**config.mk**
```make
export PLATFORM = sky130hd
export DESIGN_NAME = link_scheduler
export DESIGN_NICKNAME = d
export VERILOG_FILES = /design/src/rtl/link_scheduler.sv
export SDC_FILE = /design/constraint.sdc
export NUM_CORES = 1
export LEC_CHECK = 0
export CAP_MARGIN = 20
export CORE_UTILIZATION = 55
export CTS_BUF_LIST = sky130_fd_sc_hd__clkbuf_8 sky130_fd_sc_hd__clkbuf_16
export DETAILED_ROUTE_END_ITERATION = 8
export GPL_ROUTABILITY_DRIVEN = 1
export GPL_TIMING_DRIVEN = 0
export PLACE_DENSITY = 0.85
export SYNTH_ARGS = -nofsm -noshare
export SYNTH_HDL_FRONTEND = slang
export SYNTH_SLANG_ARGS = --single-unit
```
**constraint.sdc**
```tcl
create_clock -name clk -period 3.2 [get_ports clk]
set_clock_uncertainty 0.2 [all_clocks]
set_input_delay 0.64 -clock clk [delete_from_list [all_inputs] [get_ports clk]]
set_output_delay 0.64 -clock clk [all_outputs]
set_load 0.1 [all_outputs]
```
**src/rtl/link_scheduler.sv**
```systemverilog
`default_nettype none
// ============================================================================
// Module   : link_scheduler
// Purpose  : Schedules the power board's serial links. Once per PERIOD cycles
//            it snapshots the outgoing SMPS (24-bit) and ESP32 (16-bit)
//            control frames and sends them MSB byte first through one shared
//            byte transmitter, steering it with tx_sel_o. Separately, it
//            rebuilds 3-byte SMPS telemetry frames from the receiver byte
//            stream and drops partial frames that go quiet.
//
// Build option : LINK_SCHEDULER_ESP_EN
//            defined   -> round = SMPS x3, one gap cycle, ESP x2
//            undefined -> round = SMPS x3 only, tx_sel_o tied 0,
//                         esp_frame_i ignored
//
// Parameters :
//   PERIOD      cycles per transmit round (16 .. 2^20)
//   RX_TIMEOUT  idle cycles allowed between bytes of one RX frame (4 .. 2^16)
//
// Ports :
//   clk, rst_n        clock (rising edge) / async active-low reset
//   smps_frame_i      SMPS frame, sampled at round start
//   esp_frame_i       ESP32 frame, sampled at round start
//   tx_data_o         byte to transmitter
//   tx_valid_o        byte valid, held until tx_ready_i
//   tx_ready_i        transmitter accepts byte
//   tx_sel_o          link steering: 0 = SMPS, 1 = ESP32
//   rx_data_i         byte from SMPS receiver
//   rx_valid_i        one-cycle strobe for rx_data_i
//   smps_rx_o         last complete received frame
//   smps_rx_valid_o   one-cycle pulse, smps_rx_o updated
//   rx_err_o          one-cycle pulse, partial frame discarded
//   overrun_o         one-cycle pulse, period tick during an active round
//   busy_o            FSM not idle
//
// Revision : 1.0  initial release
// ============================================================================
module link_scheduler #(
    parameter int PERIOD     = 50000,
    parameter int RX_TIMEOUT = 2000
) (
    input  logic        clk,
    input  logic        rst_n,
    input  logic [23:0] smps_frame_i,
    input  logic [15:0] esp_frame_i,
    output logic [7:0]  tx_data_o,
    output logic        tx_valid_o,
    input  logic        tx_ready_i,
    output logic        tx_sel_o,
    input  logic [7:0]  rx_data_i,
    input  logic        rx_valid_i,
    output logic [23:0] smps_rx_o,
    output logic        smps_rx_valid_o,
    output logic        rx_err_o,
    output logic        overrun_o,
    output logic        busy_o
);

    localparam int CNT_W = $clog2(PERIOD);
    localparam int TO_W  = $clog2(RX_TIMEOUT);

    localparam logic [CNT_W-1:0] TICK_VAL = CNT_W'(PERIOD - 1);
    localparam logic [TO_W-1:0]  TO_LAST  = TO_W'(RX_TIMEOUT - 1);

    // ------------------------------------------------------------------------
    // Free-running period counter
    // ------------------------------------------------------------------------
    logic [CNT_W-1:0] period_cnt_q;
    logic             tick;

    assign tick = (period_cnt_q == TICK_VAL);

    always_ff @(posedge clk or negedge rst_n) begin
        if (!rst_n) begin
            period_cnt_q <= '0;
        end else if (tick) begin
            period_cnt_q <= '0;
        end else begin
            period_cnt_q <= period_cnt_q + CNT_W'(1);
        end
    end

    // ------------------------------------------------------------------------
    // Transmit FSM
    // ------------------------------------------------------------------------
`ifdef LINK_SCHEDULER_ESP_EN
    typedef enum logic [1:0] {
        ST_IDLE = 2'd0,
        ST_SMPS = 2'd1,
        ST_GAP  = 2'd2,
        ST_ESP  = 2'd3
    } state_e;
`else
    typedef enum logic [0:0] {
        ST_IDLE = 1'b0,
        ST_SMPS = 1'b1
    } state_e;
`endif

    state_e      state_q, state_d;
    logic [1:0]  idx_q, idx_d;
    logic [23:0] snap_smps_q;
    logic        load_snap;
    logic        overrun_q;

`ifdef LINK_SCHEDULER_ESP_EN
    logic [15:0] snap_esp_q;
`else
    // esp_frame_i has no sink in the SMPS-only build.
    logic unused_esp;
    assign unused_esp = ^esp_frame_i;
`endif

    always_ff @(posedge clk or negedge rst_n) begin
        if (!rst_n) begin
            state_q     <= ST_IDLE;
            idx_q       <= 2'd0;
            snap_smps_q <= '0;
`ifdef LINK_SCHEDULER_ESP_EN
            snap_esp_q  <= '0;
`endif
            overrun_q   <= 1'b0;
        end else begin
            state_q   <= state_d;
            idx_q     <= idx_d;
            // A tick that lands mid-round is reported and dropped, not queued.
            overrun_q <= tick && (state_q != ST_IDLE);
            if (load_snap) begin
                snap_smps_q <= smps_frame_i;
`ifdef LINK_SCHEDULER_ESP_EN
                snap_esp_q  <= esp_frame_i;
`endif
            end
        end
    end

    // Outputs are decoded from registered state only, so tx_data_o cannot
    // move while a byte waits for tx_ready_i.
    always_comb begin
        state_d    = state_q;
        idx_d      = idx_q;
        load_snap  = 1'b0;
        tx_valid_o = 1'b0;
        tx_data_o  = 8'h00;
        tx_sel_o   = 1'b0;

        case (state_q)
            ST_IDLE: begin
                if (tick) begin
                    load_snap = 1'b1;
                    idx_d     = 2'd0;
                    state_d   = ST_SMPS;
                end
            end

            ST_SMPS: begin
                tx_valid_o = 1'b1;
                case (idx_q)
                    2'd0:    tx_data_o = snap_smps_q[23:16];
                    2'd1:    tx_data_o = snap_smps_q[15:8];
                    default: tx_data_o = snap_smps_q[7:0];
                endcase
                if (tx_ready_i) begin
                    if (idx_q == 2'd2) begin
                        idx_d = 2'd0;
`ifdef LINK_SCHEDULER_ESP_EN
                        state_d = ST_GAP;
`else
                        state_d = ST_IDLE;
`endif
                    end else begin
                        idx_d = idx_q + 2'd1;
                    end
                end
            end

`ifdef LINK_SCHEDULER_ESP_EN
            // One dead cycle with tx_sel already switched, so the steering
            // never changes under a valid byte.
            ST_GAP: begin
                tx_sel_o = 1'b1;
                state_d  = ST_ESP;
            end

            ST_ESP: begin
                tx_sel_o   = 1'b1;
                tx_valid_o = 1'b1;
                tx_data_o  = idx_q[0] ? snap_esp_q[7:0] : snap_esp_q[15:8];
                if (tx_ready_i) begin
                    if (idx_q[0]) begin
                        idx_d   = 2'd0;
                        state_d = ST_IDLE;
                    end else begin
                        idx_d = 2'd1;
                    end
                end
            end
`endif

            default: begin
                state_d = ST_IDLE;
            end
        endcase
    end

    assign busy_o    = (state_q != ST_IDLE);
    assign overrun_o = overrun_q;

    // ------------------------------------------------------------------------
    // Receive frame assembler
    // ------------------------------------------------------------------------
    logic [1:0]      rx_cnt_q;
    logic [15:0]     rx_shift_q;
    logic [TO_W-1:0] rx_timer_q;
    logic [23:0]     smps_rx_q;
    logic            smps_rx_valid_q;
    logic            rx_err_q;

    // rx_timer_q counts cycles since the last strobe (1 in the cycle after
    // it), so rx_err_o rises exactly RX_TIMEOUT cycles after the last byte.
    always_ff @(posedge clk or negedge rst_n) begin
        if (!rst_n) begin
            rx_cnt_q        <= 2'd0;
            rx_shift_q      <= '0;
            rx_timer_q      <= '0;
            smps_rx_q       <= '0;
            smps_rx_valid_q <= 1'b0;
            rx_err_q        <= 1'b0;
        end else begin
            smps_rx_valid_q <= 1'b0;
            rx_err_q        <= 1'b0;
            if (rx_valid_i) begin
                rx_timer_q <= TO_W'(1);
                if (rx_cnt_q == 2'd2) begin
                    smps_rx_q       <= {rx_shift_q, rx_data_i};
                    smps_rx_valid_q <= 1'b1;
                    rx_cnt_q        <= 2'd0;
                end else begin
                    rx_shift_q <= {rx_shift_q[7:0], rx_data_i};
                    rx_cnt_q   <= rx_cnt_q + 2'd1;
                end
            end else if (rx_cnt_q != 2'd0) begin
                if (rx_timer_q == TO_LAST) begin
                    // Stale bytes in rx_shift_q are shifted out by the next
                    // frame before they can be used.
                    rx_cnt_q <= 2'd0;
                    rx_err_q <= 1'b1;
                end else begin
                    rx_timer_q <= rx_timer_q + TO_W'(1);
                end
            end
        end
    end

    assign smps_rx_o       = smps_rx_q;
    assign smps_rx_valid_o = smps_rx_valid_q;
    assign rx_err_o        = rx_err_q;

endmodule
`default_nettype wire

```
* Word-level counts from Yosys, hierarchy flattened
Index checks and enable logic that the tools add are counted.
W data, S select, Z words.
** Word-level totals
- Register bits after elaboration :: 99
- Input bits :: 52
- Logic and storage cells :: 60
** Cells by class
- Add/sub/neg operators :: 4
- Equality and inequality tests :: 8
- Muxes and demuxes :: 25
- Bitwise operators :: 2
- Reduce and logical (&&, ||, !) cells :: 10
** Operators with widths (count)
- $mux W11 :: 3
- $add A16 B1 Y16 const B :: 1
- $eq A16 B16 Y1 const B :: 1
- $mux W16 :: 1
- $pmux W8 S2 :: 1
- $mux W2 :: 7
- $add A11 B1 Y11 const B :: 1
- $eq A11 B11 Y1 const B :: 1
- $mux W1 :: 10
- $reduce_and A2 Y1 :: 5
- $mux W8 :: 1
- $ne A2 B2 Y1 const B :: 3
- $reduce_bool A2 Y1 :: 3
- $add A2 B1 Y2 const B :: 2
- $eq A2 B2 Y1 const B :: 2
- $pmux W2 S2 :: 1
- $eq A2 B1 Y1 const B :: 1
- $logic_not A2 Y1 :: 1
- $not A1 Y1 :: 2
- $pmux W1 S2 :: 1
- $logic_and A1 B1 Y1 :: 1

* Logic depth before layout (Yosys ltp)
- Word-level depth :: 4
- Depth in mapped cells :: 6
- Gate-level depth less buffers :: 5

* Least setup slack after synthesis
Ideal clock, no wire load.
- Path kind :: flip-flop to output port
- From :: register state_q, in the netlist busy_o
- To :: output tx_data_o[0]
- Data arrival time :: 2078 ps
- Data required time :: 2360 ps
- Slack :: 282 ps
- Cell stages (with the launch flop) :: 3
- Buffers on the path :: 1
- Cell sequence :: dfrtp_1 > clkbuf_1 > and2_1
** Between the ends
- Word-level cells in the longest chain between the ends :: 1
** Ends and longest elaborated chain
- from (decl) :: RTL line 100 : state_e state_q, state_d;
- from (signal assigned) :: RTL line 124 : state_q <= state_d;
- $mux W8 :: RTL line 147 : case (state_q)
- to (decl) :: RTL line 46 : output logic [7:0] tx_data_o,
No other way between the ends.

* Worst setup path after layout
- From :: register idx_q[1]
- To :: output tx_data_o[7]
** Between the ends
- Word-level cells in the longest chain between the ends :: 3
- Elaborated cells between the ends (all ways) :: 4
- Classes of those cells :: eq/ne: 1; mux: 2; reduce/logical: 1
** Ends and longest elaborated chain
- from (decl) :: RTL line 101 : logic [1:0] idx_q, idx_d;
- from (signal assigned) :: RTL line 125 : idx_q <= idx_d;
- $eq A2 B1 Y1 or $logic_not A2 Y1 (tied branches) :: RTL line 158 : case (idx_q)
- $pmux W8 S2 (*) :: RTL line 158
- $mux W8 (*) :: RTL line 147
Every way passes the cells marked *; elsewhere a longest branch is shown, timed or not.

==> results.cfg <==
[outcome]
status = finished clean

[detailed_routing]
drtPass1Iterations = 4
drt_iter0_markers = 100
drc = 0
via_per_inst = 5.37
postRouteAntennaNets = 0
wl_per_cell_um = 15.0
wl_um = 8680
vias = 3113

[timing]
setup_violations = 0
max_freq_ghz = 0.328
hold_viol = 0
slew_headroom = 0.328
finalCritPeriodShare = 0.954
maxSlewViolCount = 0
rsz0062_at_grt = false
worst_pin_slew_ps = 1000
period_needed_ps = 3050

[cells_and_area]
nFillCells = 526
areaGrowthSynthToFinish_pct = 24.5
multi_input_area_um2 = 1710
finalCoreUtilization = 0.723
diodes = 0
regArea_um2 = 2480
nets = 530
drive_above_1_share = 0.177

[place]
dp_hpwl_um = 6080
gp_congestion = 0.852
io_buffers = 71

[grt]
gr-total-overflow = 0
grt_max_degree = 76
track_usage = 0.226
antenna_found_initial = 0
grt_pass1_vias = 3251
grt_pass1_wl_um = 14800

[floorplan]
die-area_um2 = 8170
ioPinCount = 90
rows = 31
die_h_um = 90.4
core_area_um2 = 7410
die_w_um = 90.4
start_util = 0.580

[setup_path]
cp_data_required_time_ps = 2360
path_max_fanout = 10
crit_slowest_cell = clkdlybuf4s15_1
end_kind = primary output
slowest_delay_ps = 810
arrival_ps = 2210
start_kind = register
crit_chain = clkbuf_1, nand2_1, o21ai_0, and2_1, clkdlybuf4s15_1
r2r_cells = 6
crit_type = reg2out

[clocking]
ctsRootBufferMaster = clkbuf_8
cts_sinks = 99
clkSlewWorstSetupHoldPaths_ps = 100
htreeDepth = 3
clock_path_buffers = 2
numCtsBuffers = 9
tritoncts = yes
worst_skew_pair.late_latency_ps = 370
cts_setup_buffers = 0

[synth]
synth_cell_type_count = 41
synth_nets = 446
ys_ff_latch = 99
ys.warnings.count = 0
postSynthAreaPerCell_um2 = 11.0
synth-main-ff-cell = dfrtp_1
seq_area_frac_synth = 0.576
syn_inst = 392
synth_edf_count = 0
syn_area_um2 = 4300
synthArstFlopShare = 1.00

[power]
total_power_w = 0.00456
power_density_nw_per_um2 = 851
leakagePower_nw = 2.47
ir_drop_v = 0.000900

[min_path]
hold_class = reg2reg
whs_path_depth = 2

[job]
maxCapViolCount = 0
==> cell type report <==
| cell class | count | share of cell area |
|---|---|---|
| buffer | 16 | 0.0166 |
| clock buffer | 9 | 0.0231 |
| clock inverter | 7 | 0.0166 |
| inverter | 5 | 0.00351 |
| multi-input combinational | 272 | 0.320 |
| sequential | 99 | 0.463 |
| tap | 99 | 0.0231 |
| timing repair buffer | 73 | 0.134 |
==> critical path, delay by kind of cell, from the launching register on <==
kind | cells | cell delay [ps]
flops | 1 | 360
simple gates | 2 | 230
compound gates | 1 | 80
buf+inv | 2 | 1180
==> per-stage QoR <==
stage	setup TNS, ps	instances	instance area (µm²)	worst slack [ps]	hold WS, ps
after floorplan	0	392	4300	282	144
after global placement	-223350	562	5130	-2260	245
after detailed placement	0	563	5160	108	250
after CTS	0	580	5380	9.73	276
after global routing	0	580	5350	15.8	309
final	0	580	5350	148	271
==> sequential cells by signal, summed over array words and instances, names as in the netlist <==
| name | count |
|---|---|
| rx_cnt_q | 2 |
| idx_q | 2 |
| smps_rx_o | 24 |
| rx_shift_q | 16 |
| overrun_o | 1 |
| rx_timer_q | 11 |
| rx_err_o | 1 |
| smps_rx_valid_o | 1 |
| snap_smps_q | 24 |
| busy_o | 1 |
| period_cnt_q | 16 |
==> synth_stat cells (4+ instances only) <==
library cell	n	area [µm²]
nor2_1	19	71.3
nand3_1	10	50.1
xor2_1	7	61.3
nand4_1	7	43.8
inv_1	4	15.0
dfrtp_1	99	2480
nand2_1	95	357
mux2i_1	9	90.1
o21ai_0	17	85.1
nor4_1	5	31.3
mux2_2	40	450
clkbuf_1	7	26.3
a21oi_1	5	25.0
buf_2	5	25.0
xnor2_1	12	105
and2_1	9	56.3
nor3_1	4	20.0
==> power breakdown <==
part           total [W]  internal, W  leakage (nW)  switching (W)
clock network   0.000850     0.000383         0.106       0.000467
logic            0.00200     0.000508          1.07        0.00150
registers        0.00170      0.00151          1.29       0.000192
==> timing repair <==
item	4_1_cts	5_1_grt
endpoints found under the hold margin	24	0
resized for setup	11	12
hold buffers	1	0
setup endpoints to repair	8	7
==> metal layers <==
| layer | vias to the layer above | global-route usage | wire length (µm) |
|---|---|---|---|
| met5 | - | 0 | 0 |
| met4 | 0 | 0.0591 | 83 |
| met3 | 12 | 0.0446 | 403 |
| met2 | 100 | 0.384 | 4200 |
| met1 | 1510 | 0.298 | 4000 |
| li1 | 1491 | - | - |
==> logic make-up after synthesis <==
family          share of synthesized area
fa+ha+maj                         0.00582
xor+xnor                           0.0387
compound gates                     0.0381
flops                               0.576
buf+inv                            0.0250
simple gates                        0.189
mux                                 0.126
other cells                      0.000872
==> cells in the final DEF (no fill, tap or decap), types with 3 or more instances in the layout <==
cell / instances
nor4_1: 5
inv_8: 3
a21oi_1: 5
buf_2: 5
nor3_1: 4
xnor2_1: 12
nand3_1: 10
nand4_1: 7
or3_1: 3
and3_1: 3
o21ai_0: 17
clkdlybuf4s50_1: 62
xor2_1: 7
nand2b_1: 3
clkbuf_2: 6
nor2_1: 19
clkbuf_1: 7
clkbuf_8: 9
and2_1: 9
mux2_2: 40
dfrtp_1: 99
buf_4: 3
mux2i_1: 9
nand2_1: 95
or2_2: 3
inv_1: 4
==> worst paths after layout <==
path	startpoint	endpoint	slack [ps]
setup / recovery	idx_q[1]	tx_data_o[7]	150
hold / removal	rx_shift_q[10]	smps_rx_o[18]	270
setup reg to reg	period_cnt_q[0]	snap_smps_q[11]	1040
hold reg to reg	rx_shift_q[10]	smps_rx_o[18]	270
max in group asynchronous	rst_n	rx_shift_q[1]	1650
min in group asynchronous	rst_n	period_cnt_q[3]	520
Power figures use the tool's default switching activity.
==> edit: new RTL, config.mk and constraints unchanged <==
Build with the macro `LINK_SCHEDULER_ESP_EN` defined.
--- a/src/rtl/link_scheduler.sv
+++ b/src/rtl/link_scheduler.sv
@@ -35,6 +35,8 @@
 //
 // Revision : 1.0  initial release
 // ============================================================================
+`define LINK_SCHEDULER_ESP_EN
+
 module link_scheduler #(
     parameter int PERIOD     = 50000,
     parameter int RX_TIMEOUT = 2000
Formal check against the unedited RTL: same outputs for any inputs over 10 cycles, from zero or initial values and one cycle with rst_n low; that may be too few to reach the edited logic, so the function may still have changed.
==> edit against the unedited design <==
  * Sequential cell count grew 17
  * Final cell count grew 19%
  * Sequential share of layout area shrank 4.3 points
  * Wire length grew 43%
  * Final area grew 29%
  * Clock power grew 120%
  * Register-to-register slack lost 0.14 ns
  * Largest power group unchanged
  * Worst setup slack lost 0.076 ns
  * Worst hold slack gained 0.0015 ns
  * Area after synthesis grew 23%
  * Critical path type unchanged
  * Count of clock-buffer cells in the layout grew 8
  * Total power grew 53%
  * First-iteration DRC count grew 56%
  * Die area grew 22%
==> edit: results (changes against the unedited design) <==
* Fin Hold WS at 0.2722 ns (+0.001483 ns)
* Avg WL per Cell at 18.05 um (+21%)
* CP max-delay cell: mux2_2
* Register-to-Register Setup Slack at 0.90 ns (-0.14 ns)
* Maximum VDD drop at 615.7 uV (-32%)
* Register area share after synthesis at 54.98% (-2.6 points)
* Outcome: finished, final reports clean
* DP Area at 6347 um2 (+23%)
* Clk. pwr at 1860 uW (+120%)
* Most frequent cells after synthesis: dfrtp_1, nand2_1, mux2_4, mux2_2, nor2_1
* Reg2Reg Depth at 7 (+1)
* # clk buffers at 17 (+8)
* Syn Nets at 498 (+12%)
* Post-DP HPWL at 8027 um (+32%)
* Multi-input combinational gate total at 296 (+8.8%)
* GRT Overall Usage at 26.45% (+3.8 points)
* Non-clock buffers at 108 (+21%)
* Core area at 9284 um2 (+25%)
* GR Util met1 at 33.24% (+3.4 points)
* Port bufs at 88 (+24%)
* Multi-input gate share of the layout cell area at 32.42% (+0.39 points)
* Largest net degree at the start of global routing at 75 (-1.3%)
* Fin nets at 607 (+15%)
* # resized after CTS at 47 (+36)
* Reg clk slew, reported paths at 0.06 ns (-0.04 ns)
* FILL cells at 568 (+8.0%)
* First-pass GRT wire length at 20100 um (+36%)
* DRT iter0 DRCs at 156 (+56%)
* Distinct cells, synth at 44 (+7.3%)
* Share of cells above drive strength 1 at 22.28% (+4.6 points)
* Met2 usage at 44.93% (+6.5 points)
## edit: changes by cell type after synthesis, moves of 6 or more
cell     unedited run  this run
a22o_1              0         8
and2_1              9         0
dfrtp_1            99       116
mux2_2             40        25
mux2_4              0        40
nand3_1            10         4
nor2_1             19        25
o21ai_0            17        10
## edit: logic make-up after synthesis
family | synth area share (%)
buffers and inverters | 2.607
DFF | 54.98
and+or+nand+nor | 14.03
muxes | 19.41
adders and majority gates | 1.659
xor gates and xnor gates | 3.152
AOI/OAI and AO/OA | 4.171
## edit: routing by layer
metal	wire length [um]	vias to the layer above	part of all wire, %
li1	-	1732	-
met2	6435	126	52
met1	5299	1923	43
met5	0	-	0
met4	200	0	1.6
met3	518	23	4.2
## edit: metrics by stage
step | std cells | power [uW]
6_report | 690 | 6953
3_5_place_dp | 657 | 5127
2_1_floorplan | 439 | 4338
3_3_place_gp | 656 | 5045
4_1_cts | 690 | 6969
5_1_grt | 690 | 7196
